[src/rtl/fetch_unit.sv]
// Instruction fetch stage: owns the fetch PC, requests words from instruction
// memory, buffers them with their addresses and handles redirects from downstream.
module fetch_unit #(
    parameter int                    ADDR_WIDTH = 32,
    parameter logic [ADDR_WIDTH-1:0] RESET_PC   = 32'h0000_0000,
    parameter int                    DEPTH      = 2
) (
    input  logic                  clk,
    input  logic                  rst_n,
    output logic                  imem_req,
    output logic [ADDR_WIDTH-1:0] imem_addr,
    input  logic                  imem_ack,
    input  logic [31:0]           imem_rdata,
    output logic                  instr_valid,
    output logic [31:0]           instr,
    output logic [ADDR_WIDTH-1:0] instr_pc,
    input  logic                  instr_ready,
    input  logic                  redirect,
    input  logic [ADDR_WIDTH-1:0] redirect_pc
);

    localparam int PW = $clog2(DEPTH);
    localparam int CW = $clog2(DEPTH) + 1;

    typedef enum logic [1:0] {
        IDLE    = 2'd0,
        FETCH   = 2'd1,
        DISCARD = 2'd2
    } state_t;

    state_t                  state_r;
    state_t                  state_next_s;
    logic [ADDR_WIDTH-1:0]   fetch_pc_r;
    logic [ADDR_WIDTH-1:0]   fetch_pc_next_s;
    logic [ADDR_WIDTH-1:0]   pending_r;
    logic [ADDR_WIDTH-1:0]   pending_next_s;
    logic [ADDR_WIDTH-1:0]   target_s;
    logic [CW-1:0]           count_r;
    logic [CW-1:0]           count_next_s;
    logic [PW-1:0]           rd_ptr_r;
    logic [PW-1:0]           wr_ptr_r;
    logic                    push_s;
    logic                    pop_s;
    logic                    has_room_s;
    logic                    imem_req_r;
    logic [ADDR_WIDTH-1:0]   imem_addr_r;
    logic                    instr_valid_r;
    logic [31:0]             mem_instr_r [DEPTH];
    logic [ADDR_WIDTH-1:0]   mem_pc_r    [DEPTH];

    // Handshake qualification and FIFO occupancy after this cycle.
    always_comb begin
        target_s     = redirect_pc & ~{{(ADDR_WIDTH-2){1'b0}}, 2'b11};
        push_s       = (state_r == FETCH) && imem_ack && !redirect;
        pop_s        = (count_r != {CW{1'b0}}) && instr_ready && !redirect;
        count_next_s = count_r;
        if (redirect) begin
            count_next_s = {CW{1'b0}};
        end else begin
            count_next_s = count_r + {{(CW-1){1'b0}}, push_s} - {{(CW-1){1'b0}}, pop_s};
        end
        has_room_s = (count_next_s < CW'(DEPTH));
    end

    // Next-state, fetch PC and pending-redirect logic.
    always_comb begin
        state_next_s    = state_r;
        fetch_pc_next_s = fetch_pc_r;
        pending_next_s  = pending_r;
        case (state_r)
            IDLE: begin
                if (redirect) begin
                    fetch_pc_next_s = target_s;
                    state_next_s    = FETCH;
                end else if (has_room_s) begin
                    state_next_s = FETCH;
                end else begin
                    state_next_s = IDLE;
                end
            end
            FETCH: begin
                if (imem_ack && redirect) begin
                    fetch_pc_next_s = target_s;
                    state_next_s    = FETCH;
                end else if (imem_ack) begin
                    fetch_pc_next_s = fetch_pc_r + ADDR_WIDTH'(3'd4);
                    state_next_s    = has_room_s ? FETCH : IDLE;
                end else if (redirect) begin
                    // Request cannot be withdrawn: wait out its ack in DISCARD.
                    pending_next_s = target_s;
                    state_next_s   = DISCARD;
                end else begin
                    state_next_s = FETCH;
                end
            end
            DISCARD: begin
                if (imem_ack) begin
                    fetch_pc_next_s = redirect ? target_s : pending_r;
                    state_next_s    = FETCH;
                end else if (redirect) begin
                    pending_next_s = target_s;
                end else begin
                    state_next_s = DISCARD;
                end
            end
            default: begin
                state_next_s = IDLE;
            end
        endcase
    end

    // Control state and registered memory-side outputs.
    always_ff @(posedge clk or negedge rst_n) begin
        if (!rst_n) begin
            state_r       <= IDLE;
            fetch_pc_r    <= RESET_PC;
            pending_r     <= {ADDR_WIDTH{1'b0}};
            count_r       <= {CW{1'b0}};
            rd_ptr_r      <= {PW{1'b0}};
            wr_ptr_r      <= {PW{1'b0}};
            imem_req_r    <= 1'b0;
            imem_addr_r   <= {ADDR_WIDTH{1'b0}};
            instr_valid_r <= 1'b0;
        end else begin
            state_r       <= state_next_s;
            fetch_pc_r    <= fetch_pc_next_s;
            pending_r     <= pending_next_s;
            count_r       <= count_next_s;
            imem_req_r    <= (state_next_s != IDLE);
            instr_valid_r <= (count_next_s != {CW{1'b0}});
            if (state_next_s == FETCH) begin
                imem_addr_r <= fetch_pc_next_s;
            end else begin
                imem_addr_r <= imem_addr_r;
            end
            if (redirect) begin
                rd_ptr_r <= {PW{1'b0}};
                wr_ptr_r <= {PW{1'b0}};
            end else begin
                rd_ptr_r <= rd_ptr_r + {{(PW-1){1'b0}}, pop_s};
                wr_ptr_r <= wr_ptr_r + {{(PW-1){1'b0}}, push_s};
            end
        end
    end

    // FIFO storage: instruction word and its address per slot.
    always_ff @(posedge clk or negedge rst_n) begin
        if (!rst_n) begin
            for (int i = 0; i < DEPTH; i++) begin
                mem_instr_r[i] <= 32'h0000_0000;
                mem_pc_r[i]    <= {ADDR_WIDTH{1'b0}};
            end
        end else if (push_s) begin
            mem_instr_r[wr_ptr_r] <= imem_rdata;
            mem_pc_r[wr_ptr_r]    <= fetch_pc_r;
        end else begin
            mem_instr_r[wr_ptr_r] <= mem_instr_r[wr_ptr_r];
            mem_pc_r[wr_ptr_r]    <= mem_pc_r[wr_ptr_r];
        end
    end

    assign imem_req    = imem_req_r;
    assign imem_addr   = imem_addr_r;
    assign instr_valid = instr_valid_r;
    assign instr       = mem_instr_r[rd_ptr_r];
    assign instr_pc    = mem_pc_r[rd_ptr_r];

endmodule

[config.mk]
export PLATFORM = sky130hd
export DESIGN_NAME = fetch_unit
export DESIGN_NICKNAME = d
export VERILOG_FILES = /design/src/rtl/fetch_unit.sv
export SDC_FILE = /design/constraint.sdc
export NUM_CORES = 1
export LEC_CHECK = 0
export CORE_MARGIN = 2
export CORE_UTILIZATION = 30
export CTS_BUF_LIST = sky130_fd_sc_hd__clkbuf_4 sky130_fd_sc_hd__clkbuf_8
export DETAILED_ROUTE_END_ITERATION = 10
export GPL_ROUTABILITY_DRIVEN = 1
export PLACE_DENSITY = 0.61
export REMOVE_ABC_BUFFERS = 1
export SETUP_SLACK_MARGIN = 0.05
export SYNTH_ARGS = -nofsm -noshare
export SYNTH_HDL_FRONTEND = slang
export SYNTH_SLANG_ARGS = --single-unit
[constraint.sdc]
create_clock -name clk -period 6.6 [get_ports clk]
set_input_delay 1.32 -clock clk [delete_from_list [all_inputs] [get_ports clk]]
set_output_delay 1.32 -clock clk [all_outputs]
set_load 0.03 [all_outputs]
### Word-level counts from Yosys, hierarchy flattened

Cells that the tools add are included.

| storage, ports and cells | value |
|---|---|
| register bits after elaboration | 232 |

| cells by class | value |
|---|---|
| $lt $le $gt $ge | 4 |
| bitwise gates (word level) | 2 |
| equal/unequal tests | 4 |
| reductions and logical operators | 13 |
| add/sub/neg operators | 5 |
| multiplexer cells | 40 |

Operators with widths:

| kind | count |
|---|---|
| two-way mux 32 bit | 20 |
| bitwise mux 64 bit | 4 |
| two-way mux 64 bit | 2 |
| case mux 32 bit (3 select lines) | 1 |
| case mux 32 bit (2 select lines) | 1 |
| adder 32 x 3 -> 32 bit, second input constant | 1 |
| demux 32 bit (select 1 bit) | 1 |
| two-way mux 2 bit | 6 |
| nonzero test 2 bit | 4 |
| logical AND 1 bit | 6 |
| case mux 2 bit (3 select lines) | 1 |
| == test 2 x 1 -> 1 bit, second input constant | 2 |
| greater-or-equal comparator 2 bit, second input constant | 2 |
| two-way mux 1 bit | 4 |
| NOT 1 -> 2 bit | 2 |
| adder 1 bit | 2 |
| adder 2 x 1 -> 2 bit | 1 |
| == test 2 bit, second input constant | 1 |
| zero test 2 bit | 1 |
| less-than comparator 2 x 1 -> 1 bit, second input constant | 1 |
| less-than comparator 2 bit, second input constant | 1 |
| inequality test 2 bit, second input constant | 1 |
| AND reduction 2 bit | 1 |
| subtractor 2 x 1 -> 2 bit | 1 |
| zero test 1 bit | 1 |

### Depth between registers and ports, before layout

Gate-level depths: netlist of run 1.

| logic depth | value |
|---|---|
| word-level depth | 12 |
| depth in mapped cells | 16 |
| depth with buffers taken out | 11 |

### Worst setup path before layout of run 1

Ideal clock, no wire load.

| timing | value |
|---|---|
| path type | input-to-reg |
| from | input redirect |
| to | register imem_addr_r[10] (netlist: imem_addr[10]) |
| path slack | 2.348 ns |
| cell stages on the path | 16 |
| setup time | 0.125 ns |
| data arrival time | 4.127 ns |
| cells stage by stage | buf_6 buf_8 buf_2 buf_2 buf_2 nor2_1 ha_1 inv_1 ha_1 xnor3_1 nor2_1 a221oi_2 and2_1 buf_4 buf_4 mux2_2 |

| between the ends | value |
|---|---|
| word-level cells in the longest chain between the ends | 11 |
| elaborated cells on any way between the ends | 22 |
| classes of those cells | add/sub: 2; order compare: 1; eq/ne: 1; mux: 14; reduce/logical: 4 |

Ends and longest elaborated chain:

| item | RTL line | text |
|---|---|---|
| start: declaration | 18 | `input logic redirect,` |
| zero test 1 bit | 54, 55 |  |
| logical AND 1 bit | 54 | `push_s = (state_r == FETCH) && imem_ack && !redirect;` |
| adder 2 x 1 -> 2 bit | 60 | `count_next_s = count_r + {{(CW-1){1'b0}}, push_s} - {{(CW-1){1'b0}}, pop_s};` |
| subtractor 2 x 1 -> 2 bit | 60 |  |
| two-way mux 2 bit * | 57 | `if (redirect) begin` |
| named net count_next_s[1] | 39 | `logic [CW-1:0] count_next_s;` |
| less-than comparator 2 bit * | 62 | `has_room_s = (count_next_s < CW'(DEPTH));` |
| two-way mux 1 bit * | 75, 87 |  |
| two-way mux 2 bit | 85 | `end else if (imem_ack) begin` |
| two-way mux 2 bit | 82 | `if (imem_ack && redirect) begin` |
| case mux 2 bit (3 select lines) * | 70 | `case (state_r)` |
| == test 2 x 1 -> 1 bit * | 131 | `if (state_next_s == FETCH) begin` |
| end signal: assignment | 122 | `imem_addr_r <= {ADDR_WIDTH{1'b0}};` |
| end signal: assignment | 132 | `imem_addr_r <= fetch_pc_next_s;` |
| end signal: assignment | 134 | `imem_addr_r <= imem_addr_r;` |
| end: declaration | 46 | `logic [ADDR_WIDTH-1:0] imem_addr_r;` |

The timed path passes the listed nets; every way through them passes the cells marked *.
A chain may end at the register's enable or synchronous reset.

### Final worst setup path of run 1

| timing | value |
|---|---|
| from | register rd_ptr_r |
| to | output instr_pc[1] |

| between the ends | value |
|---|---|
| word-level cells in the longest chain between the ends | 4 |

Ends and longest elaborated chain:

| item | RTL line | text |
|---|---|---|
| start: declaration | 40 | `logic [PW-1:0] rd_ptr_r;` |
| start signal: assignment | 119 | `rd_ptr_r <= {PW{1'b0}};` |
| start signal: assignment | 137 | `rd_ptr_r <= {PW{1'b0}};` |
| start signal: assignment | 140 | `rd_ptr_r <= rd_ptr_r + {{(PW-1){1'b0}}, pop_s};` |
| NOT 1 -> 2 bit (not written as such) | 166 | `assign instr_pc = mem_pc_r[rd_ptr_r];` |
| two-way mux 32 bit (not written as such) (3 in series) | 166 |  |
| end: declaration | 16 | `output logic [ADDR_WIDTH-1:0] instr_pc,` |

No other way between the ends. The select of a mux whose other input is x is not followed.

==> key figures, run 1 <==
Floorplanning
  • Starting density of the core: 0.3029
  • IO Pins: 167
  • Area of the placeable core: 39550 µm²
  • Vertical extent of the die: 203.8 µm
  • DIE AREA: 41540 µm²
  • Num rows: 73
  • X dimension of the die: 203.8 µm

Final layout
  • Fraction of final layout cells with drive strength greater than 1: 0.2919
  • Sequential cell area in the final layout: 5809 µm²
  • Post-layout net count: 1253
  • Area occupied by multi-input gates: 5712 µm²
  • Core occupancy in the finished layout: 0.3757
  • Layout filler cell count: 3851
  • Layout overhead on the synthesized area: 24.05%

Synth
  • Count of flip-flops with a built-in enable after synthesis: 0
  • Leading cell type by number of instances after synthesis: mux2_2
  • Post-Synthesis Cell Area: 11980 µm²
  • Warning count from the yosys run: 0
  • Top FF cell, synth: dfrtp_1
  • Count of mapped cells out of synthesis: 1039
  • Sequential area share after synthesis: 0.4846
  • Proportion of synthesized flip-flops having asynchronous set or reset: 1.000
  • Most instantiated cells after synthesis: mux2_2 (242), dfrtp_1 (232), a21oi_1 (60), o21ai_0 (55), nand2_1 (52)
  • Area leader, netlist: dfrtp_1
  • Number of library cell types mapped by synthesis: 73
  • Largest cells by area after synthesis: dfrtp_1 (48%), mux2_2 (23%), a21oi_1 (2.5%), o21ai_0 (2.3%), nand2_1 (1.6%)
  • Post-synthesis area per instance: 11.53 µm²
  • Flip-flop and latch count after synthesis: 232
  • Top-area cell type share of the netlist area: 0.4846

Critical path
  • Crit path max-delay cell type: dfrtp_4
  • Maximum fanout count along the critical path: 65
  • WS Path Type: reg -> out
  • Slowest stage delay, CP: 1090 ps
  • Number of buffers and inverters on the critical path: 1
  • Kind of end point of the critical path: output port
  • Launch point of the worst reg-to-reg path: state_r[1]
  • Arrival time at the worst endpoint: 2780 ps
  • Cell family with most CP delay: flip-flops
  • Required time at the worst-slack endpoint: 5280 ps
  • Category of the worst setup path launch point: register
  • CP Cell Sequence: mux2_2 > clkdlybuf4s50_1
  • Depth of the worst register-to-register path: 13
  • Worst reg2reg setup slack: 3330 ps
  • Reg2Reg Capture Point: imem_addr[14]

STA
  • Clock period minus final worst setup slack: 4102 ps
  • Final Max Slew Viols: 0
  • Period utilization: 0.6215
  • Fin Setup TNS: 0 ps
  • RSZ-0062 raised after global routing: no
  • Final setup margin: 2498 ps
  • Worst slew pin tran: 1034 ps
  • Hold Slack: 477.2 ps
  • Final hold viol count: 0
  • Max-Slew Margin vs Limit: 0.3108
  • Total setup violations reported at the end of the flow: 0
  • Achievable frequency: 0.2438 GHz
  • Worst clock skew: 12.78 ps

Outcome
  • Status: finished, final reports clean

Power and ir drop
  • Switching power of the nets: 2816 µW
  • Proportion of total power due to net switching: 0.3879
  • Share of power burned in combinational logic: 0.456
  • Internal Power: 4444 µW
  • Leakage power figure: 0.006311 µW
  • Part of the power in registers: 0.353
  • Worst vdd ir: 0.2144 mV
  • Clock share of power: 0.191
  • Final Power: 7260 µW
  • Power per cell area: 488.5 nW/µm²

Place
  • Number of input and output port buffers inserted: 164
  • Estimated wirelength of the detail-placed design: 22590 µm
  • DP Worst Slack: 1892 ps
  • Last weighted congestion value of the routability-driven placer: 0.8635

Drt
  • Starting DRT DRC Count: 592
  • Remaining number of nets flagged by the antenna check after routing: 0
  • Vias after detailed routing: 9053
  • Via-per-instance ratio: 5.248
  • Number of optimization iterations in the first detailed-route pass: 5
  • Total wire length: 34200 µm
  • Routed wire per std cell: 19.82 µm
  • Number of DRC violations after detailed routing: 0

Clock network
  • Post-CTS Hold Fix Bufs: 0
  • Clock Path Buffers: 3
  • Clock latency reported for the late side of the worst-skew pair: 580 ps
  • Clock buffer count from CTS: 43
  • Clock Pin Slew Worst Setup and Hold Paths: 60 ps
  • TritonCTS clock tree: built
  • Count of clock tree sinks: 232
  • H-tree lvl count: 2
  • Post-CTS sizing: 0
  • Clk root buf: clkbuf_8
  • Post-CTS setup buffers: 0

Hold path
  • Worst Hold Path Cells: 2
  • Worst min-delay path class: reg -> reg
  • Origin of the worst min-delay path: mem_pc_r[18]
  • End point of the most critical hold path: mem_pc_r[18]

Global routing
  • Total routing resource utilization after global routing: 0.1657
  • Global route total overflow: 0
  • Global-route wire length before repair: 53610 µm
  • Maximum number of pins on one net before global-route repair: 123
  • Antenna violations before repair: 1
  • Vias in the first global route: 9246

Flow run
  • Number of maximum-capacitance violations: 0
## registers in the layout, summed over array words and instances (netlist names), 2 cells and up
| signal | flops |
|---|---|
| count_r | 2 |
| fetch_pc_r | 32 |
| imem_addr | 32 |
| mem_instr_r | 64 |
| mem_pc_r | 64 |
| pending_r | 32 |
| state_r | 2 |
## metal layers
| layer | share of wire | global-route usage | vias up | wire, µm |
|---|---|---|---|---|
| li1 | - | - | 4142 | - |
| met5 | 0 | 0 | - | 0 |
| met4 | 0.026 | 0.05188 | 0 | 906 |
| met3 | 0.061 | 0.03779 | 65 | 2084 |
| met2 | 0.46 | 0.2640 | 283 | 15710 |
| met1 | 0.45 | 0.2234 | 4563 | 15500 |
## worst max-delay path by stage
stage                         end     start  cells after the start  slack (ps)
floorplan            imem_addr[0]  imem_ack                     11        2310
CTS                  instr_pc[28]  rd_ptr_r                      2        2380
global route        imem_addr[13]  redirect                     13        2300
global placement    imem_addr[15]  redirect                     13        1960
detailed placement   imem_addr[9]  redirect                     13        1890
finish                instr_pc[1]  rd_ptr_r                      2        2500
## worst reg2reg max path: stages, from the launching register on
cell	delay (ps)
dfrtp_1	410
inv_1	90
ha_1	170
nand2_1	130
ha_1	310
inv_1	40
ha_1	170
xnor3_1	230
nor2_1	90
a221oi_2	270
buf_4	270
and2_1	160
buf_4	410
mux2_2	410
## cell type report
cell class	count	area share
sequential	232	0.3909
multi-input combinational	703	0.3844
timing repair buffer	179	0.1185
clock buffer	66	0.05692
tap	525	0.04420
inverter	18	0.004547
clock inverter	1	0.0003368
antenna	1	0.0001684
## layout by cell type (no fill, tap or decap), types with 4 or more instances in the layout
cell type / count
mux2i_1: 15
nor3_1: 7
nand2_1: 52
ha_1: 7
nor4_1: 9
and4_1: 5
o2bb2ai_1: 4
dfrtp_1: 231
a31oi_1: 20
inv_1: 17
a21o_1: 15
mux2_2: 242
a32oi_1: 4
clkdlybuf4s50_1: 161
nor2b_1: 5
and3_1: 9
clkbuf_4: 10
a221o_1: 15
and2_1: 10
o211ai_1: 4
o21ai_0: 55
a221oi_1: 4
o31ai_1: 6
o21a_1: 8
clkbuf_8: 56
nand3_1: 13
nor2_1: 36
buf_4: 14
nand2b_1: 5
a21oi_1: 60
nand4_1: 15
## through the flow
stage / std cells / area (µm²)
2_1_floorplan: 953 / 11570
5_1_grt: 1725 / 14860
4_1_cts: 1724 / 14860
3_5_place_dp: 1657 / 14010
6_report: 1725 / 14860
3_3_place_gp: 1657 / 14010
## power by group through the flow
stage                     clock network (µW)  registers, µW  logic, µW
final                                   1390           2560       3310
after global routing                    1520           2670       3550
after CTS                               1450           2570       3340
after detailed placement                   0           2590       3320
after global placement                     0           2550       3280
after floorplan                            0           2570       2060
## logic make-up (layout without fill, tap and decap cells)
logic type	Yosys count	in the layout	synth area share
flip-flops	232	232	0.4846
buffers and inverters	104	264	0.04000
AND/OR/NAND/NOR	191	191	0.08481
AO/OA/AOI/OAI	241	241	0.1359
XOR/XNOR	5	5	0.004805
other	0	1	0
multiplexers	259	259	0.2425
adder cells (fa/ha/maj)	7	7	0.007311
No activity file was read; power rests on OpenSTA's default activity.
==> run 2, diff against run 1 <==
Settings changed: PLACE_DENSITY 0.61 to 0.63.
Clock period 6.6 ns to 3.5 ns, I/O delays scaled along.
==> run 2 against run 1 <==
Effect of this change:
- non-clock buffer count grew 26
- design area up 2.7%
- register-to-register slack worse by 2700 ps
- setup slack lost 2100 ps
- total power rose by 95%
- core utilization increased by 1.0 points
- largest power group unchanged
- combinational power rose by 94%
- sequential share of layout area fell by 1.0 points
- cell count up 2.2%
- die area unchanged
- global-route usage decreased by 0.068 points
- clock-buffer cell count grew 4
==> key figures, run 2 (synthesized netlist as in run 1, its figures left out) <==
Outcome
  • Status: finished, final reports clean

Final layout
  • Leading cell types in the layout, fill and taps excluded: mux2_2 (242), dfrtp_1 (231), clkdlybuf4s50_1 (161), a21oi_1 (60)
  • Layout overhead on the synthesized area: 27.45%
  • Post-layout net count: 1279
  • Fraction of final layout cells with drive strength greater than 1: 0.3131
  • Layout filler cell count: 3796
  • Leading registers by flop count: mem_instr_r x64, mem_pc_r x64
  • Most common cell after layout, fill and taps aside: mux2_2
  • Final non-filler cell total: 1763

Clock network
  • TritonCTS clock tree: built
  • Post-CTS Hold Fix Bufs: 0
  • Clock latency reported for the late side of the worst-skew pair: 580 ps
  • Clk root buf: clkbuf_8
  • Clock buffer count from CTS: 43
  • Clock Pin Slew Worst Setup and Hold Paths: 60 ps
  • Post-CTS sizing: 0
  • Clock Path Buffers: 3
  • Count of clock tree sinks: 232
  • Post-CTS setup buffers: 0
  • H-tree lvl count: 2

Drt
  • Vias after detailed routing: 9130
  • Number of optimization iterations in the first detailed-route pass: 5
  • Remaining number of nets flagged by the antenna check after routing: 0
  • Routed wire per std cell: 19.30 µm
  • Total wire length: 34030 µm
  • Starting DRT DRC Count: 775
  • Via-per-instance ratio: 5.179
  • Number of DRC violations after detailed routing: 0

Critical path
  • Maximum fanout count along the critical path: 41
  • Launch point of the worst reg-to-reg path: state_r[1]
  • Required time at the worst-slack endpoint: 2800 ps
  • Arrival time at the worst endpoint: 2430 ps
  • WS Path Type: reg -> out
  • Beginning of the critical path: rd_ptr_r
  • Category of the worst setup path launch point: register
  • Kind of end point of the critical path: output port

Power and ir drop
  • Power per cell area: 925.5 nW/µm²
  • Worst vdd ir: 0.4326 mV
  • Leakage power figure: 0.006544 µW

STA
  • Max-Slew Margin vs Limit: 0.4555
  • Achievable frequency: 0.3196 GHz
  • RSZ-0062 raised after global routing: no
  • Worst slew pin tran: 816.8 ps
  • Fin Setup TNS: 0 ps
  • Final Max Slew Viols: 0
  • Period utilization: 0.8941
  • Final hold viol count: 0
  • Total setup violations reported at the end of the flow: 0
  • Worst clock skew: 21.78 ps
  • Clock period minus final worst setup slack: 3129 ps

Flow run
  • Number of maximum-capacitance violations: 0

Global routing
  • Global-route wire length before repair: 53690 µm
  • Antenna violations before repair: 1
  • Global route total overflow: 0
  • Total routing resource utilization after global routing: 0.1650
  • Vias in the first global route: 9414
  • Maximum number of pins on one net before global-route repair: 95

Floorplanning
  • Area of the placeable core: 39550 µm²
  • Starting density of the core: 0.3029
  • X dimension of the die: 203.8 µm
  • DIE AREA: 41540 µm²
  • Num rows: 73
  • Vertical extent of the die: 203.8 µm
  • IO Pins: 167

Hold path
  • Worst min-delay path class: in -> async

Place
  • Estimated wirelength of the detail-placed design: 23510 µm
  • Placed cell count: 1683
  • Last weighted congestion value of the routability-driven placer: 0.8994
  • Number of input and output port buffers inserted: 164
[run 2: where the power goes]
part	switching, µW	internal [µW]	total, µW
registers	886	3870	4750
clock network	1150	1790	2940
logic	3330	3100	6430
[run 2: area by class of cell]
class	instances	area, µm²	area share
Antenna cell	2	5.005	0.0003278
Clock buffer	70	869.6	0.05696
Clock inverter	8	115.1	0.007540
Inverter	18	67.56	0.004426
Multi-Input combinational cell	703	5712	0.3741
Sequential cell	232	5809	0.3805
Tap cell	525	656.9	0.04303
Timing Repair Buffer	205	2032	0.1331
[run 2: critical path, cell delays in order, from the launching register on]
cell             delay, ps
dfrtp_4                530
buf_12                 270
mux2_2                 380
clkdlybuf4s50_1        620
[run 2: metal layers]
| layer | routed length, µm | GRT usage | vias up |
|---|---|---|---|
| met5 | 0 | 0 | - |
| met4 | 685 | 0.04979 | 0 |
| met3 | 2400 | 0.04161 | 54 |
| met2 | 16010 | 0.2651 | 309 |
| met1 | 14930 | 0.2188 | 4569 |
| li1 | - | - | 4198 |
[run 2: worst paths after layout]
kind | to | slack, ps | cells past startpoint
worst min-delay path | mem_pc_r[5] | 160 | 1
max in group asynchronous | mem_instr_r[33] | 2540 | 2
worst max-delay path | instr_pc[12] | 370 | 3
worst max register to register | imem_addr[16] | 640 | 12
min in group clk | mem_pc_r[24] | 480 | 2
worst min register to register | mem_pc_r[24] | 480 | 2
[run 2: per-stage QoR]
stage / utilization / area, µm² / total power [µW] / hold slack (ps) / setup WS [ps]
2_1_floorplan: - / 11570 / 8732 / 404.4 / -302.7
3_3_place_gp: 0.3610 / 14280 / 11100 / 459.8 / 194.8
3_5_place_dp: 0.3610 / 14280 / 11270 / 464.7 / 160.7
4_1_cts: 0.3859 / 15260 / 14310 / 163.0 / 287.3
5_1_grt: 0.3859 / 15260 / 15040 / 202.3 / 253.8
6_report: 0.3860 / 15270 / 14130 / 162.7 / 370.7
==> run 3, diff against run 2 <==
Settings changed: CELL_PAD_IN_SITES_DETAIL_PLACEMENT set to 0, CELL_PAD_IN_SITES_GLOBAL_PLACEMENT set to 2, PLACE_DENSITY 0.63 to 0.82.
==> run 3 against run 2 <==
Effect of this change:
- global-route usage rose by 1.1 points
- wire length grew 6.6%
- hold slack lost 81 ps
- critical path type unchanged
- critical endpoint is now instr_pc[13]
- largest cell class unchanged
==> key figures, run 3 (synthesized netlist as in run 1, its figures left out) <==
Outcome
  • Status: finished, final reports clean

Global routing
  • Global route total overflow: 0
  • Global-route wire length before repair: 56410 µm
  • Total routing resource utilization after global routing: 0.1756
  • Vias in the first global route: 9502
  • Maximum number of pins on one net before global-route repair: 91
  • Antenna violations before repair: 1

Floorplanning
  • IO Pins: 167
  • X dimension of the die: 203.8 µm
  • Vertical extent of the die: 203.8 µm
  • Starting density of the core: 0.3029
  • Num rows: 73
  • Area of the placeable core: 39550 µm²
  • DIE AREA: 41540 µm²

Drt
  • Remaining number of nets flagged by the antenna check after routing: 0
  • Vias after detailed routing: 9195
  • Routed wire per std cell: 20.51 µm
  • Starting DRT DRC Count: 313
  • Via-per-instance ratio: 5.198
  • Total wire length: 36290 µm
  • Number of DRC violations after detailed routing: 0
  • Number of optimization iterations in the first detailed-route pass: 5

STA
  • Clock period minus final worst setup slack: 3284 ps
  • Worst clock skew: 26.08 ps
  • Final hold viol count: 0
  • Achievable frequency: 0.3045 GHz
  • Total setup violations reported at the end of the flow: 0
  • Worst slew pin tran: 805.7 ps
  • Hold Slack: 81.88 ps
  • Period utilization: 0.9382
  • Final Max Slew Viols: 0
  • RSZ-0062 raised after global routing: no
  • Max-Slew Margin vs Limit: 0.4579

Final layout
  • Fraction of final layout cells with drive strength greater than 1: 0.3170
  • Layout overhead on the synthesized area: 27.64%
  • Area occupied by multi-input gates: 5712 µm²
  • Final non-filler cell area: 15290 µm²
  • Sequential cell area in the final layout: 5809 µm²
  • Core occupancy in the finished layout: 0.3866
  • Leading cell types in the layout, fill and taps excluded: mux2_2 (242), dfrtp_1 (231), clkdlybuf4s50_1 (161), a21oi_1 (60), o21ai_0 (55)
  • Layout filler cell count: 3853
  • Most common cell after layout, fill and taps aside: mux2_2
  • Leading registers by flop count: mem_instr_r x64, mem_pc_r x64
  • Post-layout net count: 1288

Critical path
  • Reg2Reg Capture Point: imem_addr[25]
  • Kind of end point of the critical path: output port
  • Arrival time at the worst endpoint: 2580 ps
  • Category of the worst setup path launch point: register
  • Required time at the worst-slack endpoint: 2800 ps
  • Launch point of the worst reg-to-reg path: state_r[1]
  • Worst reg2reg setup slack: 630 ps
  • Depth of the worst register-to-register path: 12
  • WS Path Type: reg -> out
  • Maximum fanout count along the critical path: 18

Clock network
  • Clock latency reported for the late side of the worst-skew pair: 610 ps
  • TritonCTS clock tree: built
  • Clock buffer count from CTS: 45
  • Count of clock tree sinks: 232
  • Post-CTS sizing: 0
  • Clk root buf: clkbuf_8
  • Post-CTS Hold Fix Bufs: 0
  • Clock Pin Slew Worst Setup and Hold Paths: 60 ps
  • Post-CTS setup buffers: 0
  • H-tree lvl count: 2
  • Clock Path Buffers: 3

Power and ir drop
  • Power per cell area: 921.8 nW/µm²
  • Leakage power figure: 0.006542 µW
  • Worst vdd ir: 0.5647 mV

Place
  • Last weighted congestion value of the routability-driven placer: 0.8329
  • Post-placement cell area: 14360 µm²
  • Number of input and output port buffers inserted: 164
  • Estimated wirelength of the detail-placed design: 24300 µm

Hold path
  • Worst min-delay path class: in -> async

Flow run
  • Number of maximum-capacitance violations: 0
## run 3: cell count changes in the layout (fill, tap and decap cells not counted)
cell / delta
buf_4: +5
inv_8: +1
buf_12: +2
clkinvlp_4: +3
clkbuf_8: -3
diode_2: -1
bufinv_16: -2
clkbuf_4: +4
clkinv_2: -3
## run 3: through the flow
step                setup TNS (ps)  total power (µW)  instances  worst slack, ps
finish                           0             14090       1769            216.3
global route                     0             15000       1768            101.5
CTS                              0             14310       1768            129.8
detailed placement               0             11360       1690            79.74
global placement                 0             11220       1690            120.6
floorplan                    -7085              8732        953           -302.7
## run 3: critical path: stages, from the launching register on
cell and delay (ps):
dfrtp_4 650, buf_4 340, mux2_2 390, clkdlybuf4s50_1 590
## run 3: worst max path at each step
stage	startpoint	end	slack (ps)
after floorplan	state_r[1]	imem_addr[0]	-300
after global placement	imem_ack	imem_addr[30]	120
after detailed placement	imem_ack	imem_addr[19]	80
after CTS	rd_ptr_r	instr_pc[13]	130
after global routing	rd_ptr_r	instr[24]	100
final	rd_ptr_r	instr_pc[13]	220
## run 3: final cells by class
class / instances / area share
Multi-Input combinational cell: 703 / 0.3736
Clock buffer: 71 / 0.05614
Antenna cell: 1 / 0.0001637
Timing Repair Buffer: 212 / 0.1380
Inverter: 18 / 0.004419
Sequential cell: 232 / 0.3799
Clock inverter: 7 / 0.004828
Tap cell: 525 / 0.04296
## run 3: where the power goes
group	switching, µW	total, µW	internal, µW
clock	1200	2820	1620
combinational	3360	6500	3150
sequential	898	4770	3870
total	5450	14100	8640
## run 3: metal layers
metal	wire length, µm	vias to the layer above	global-route usage
met3	2078	56	0.03316
met2	17280	270	0.2878
met5	0	-	0
met4	864	0	0.05683
met1	16060	4641	0.2337
li1	-	4228	-
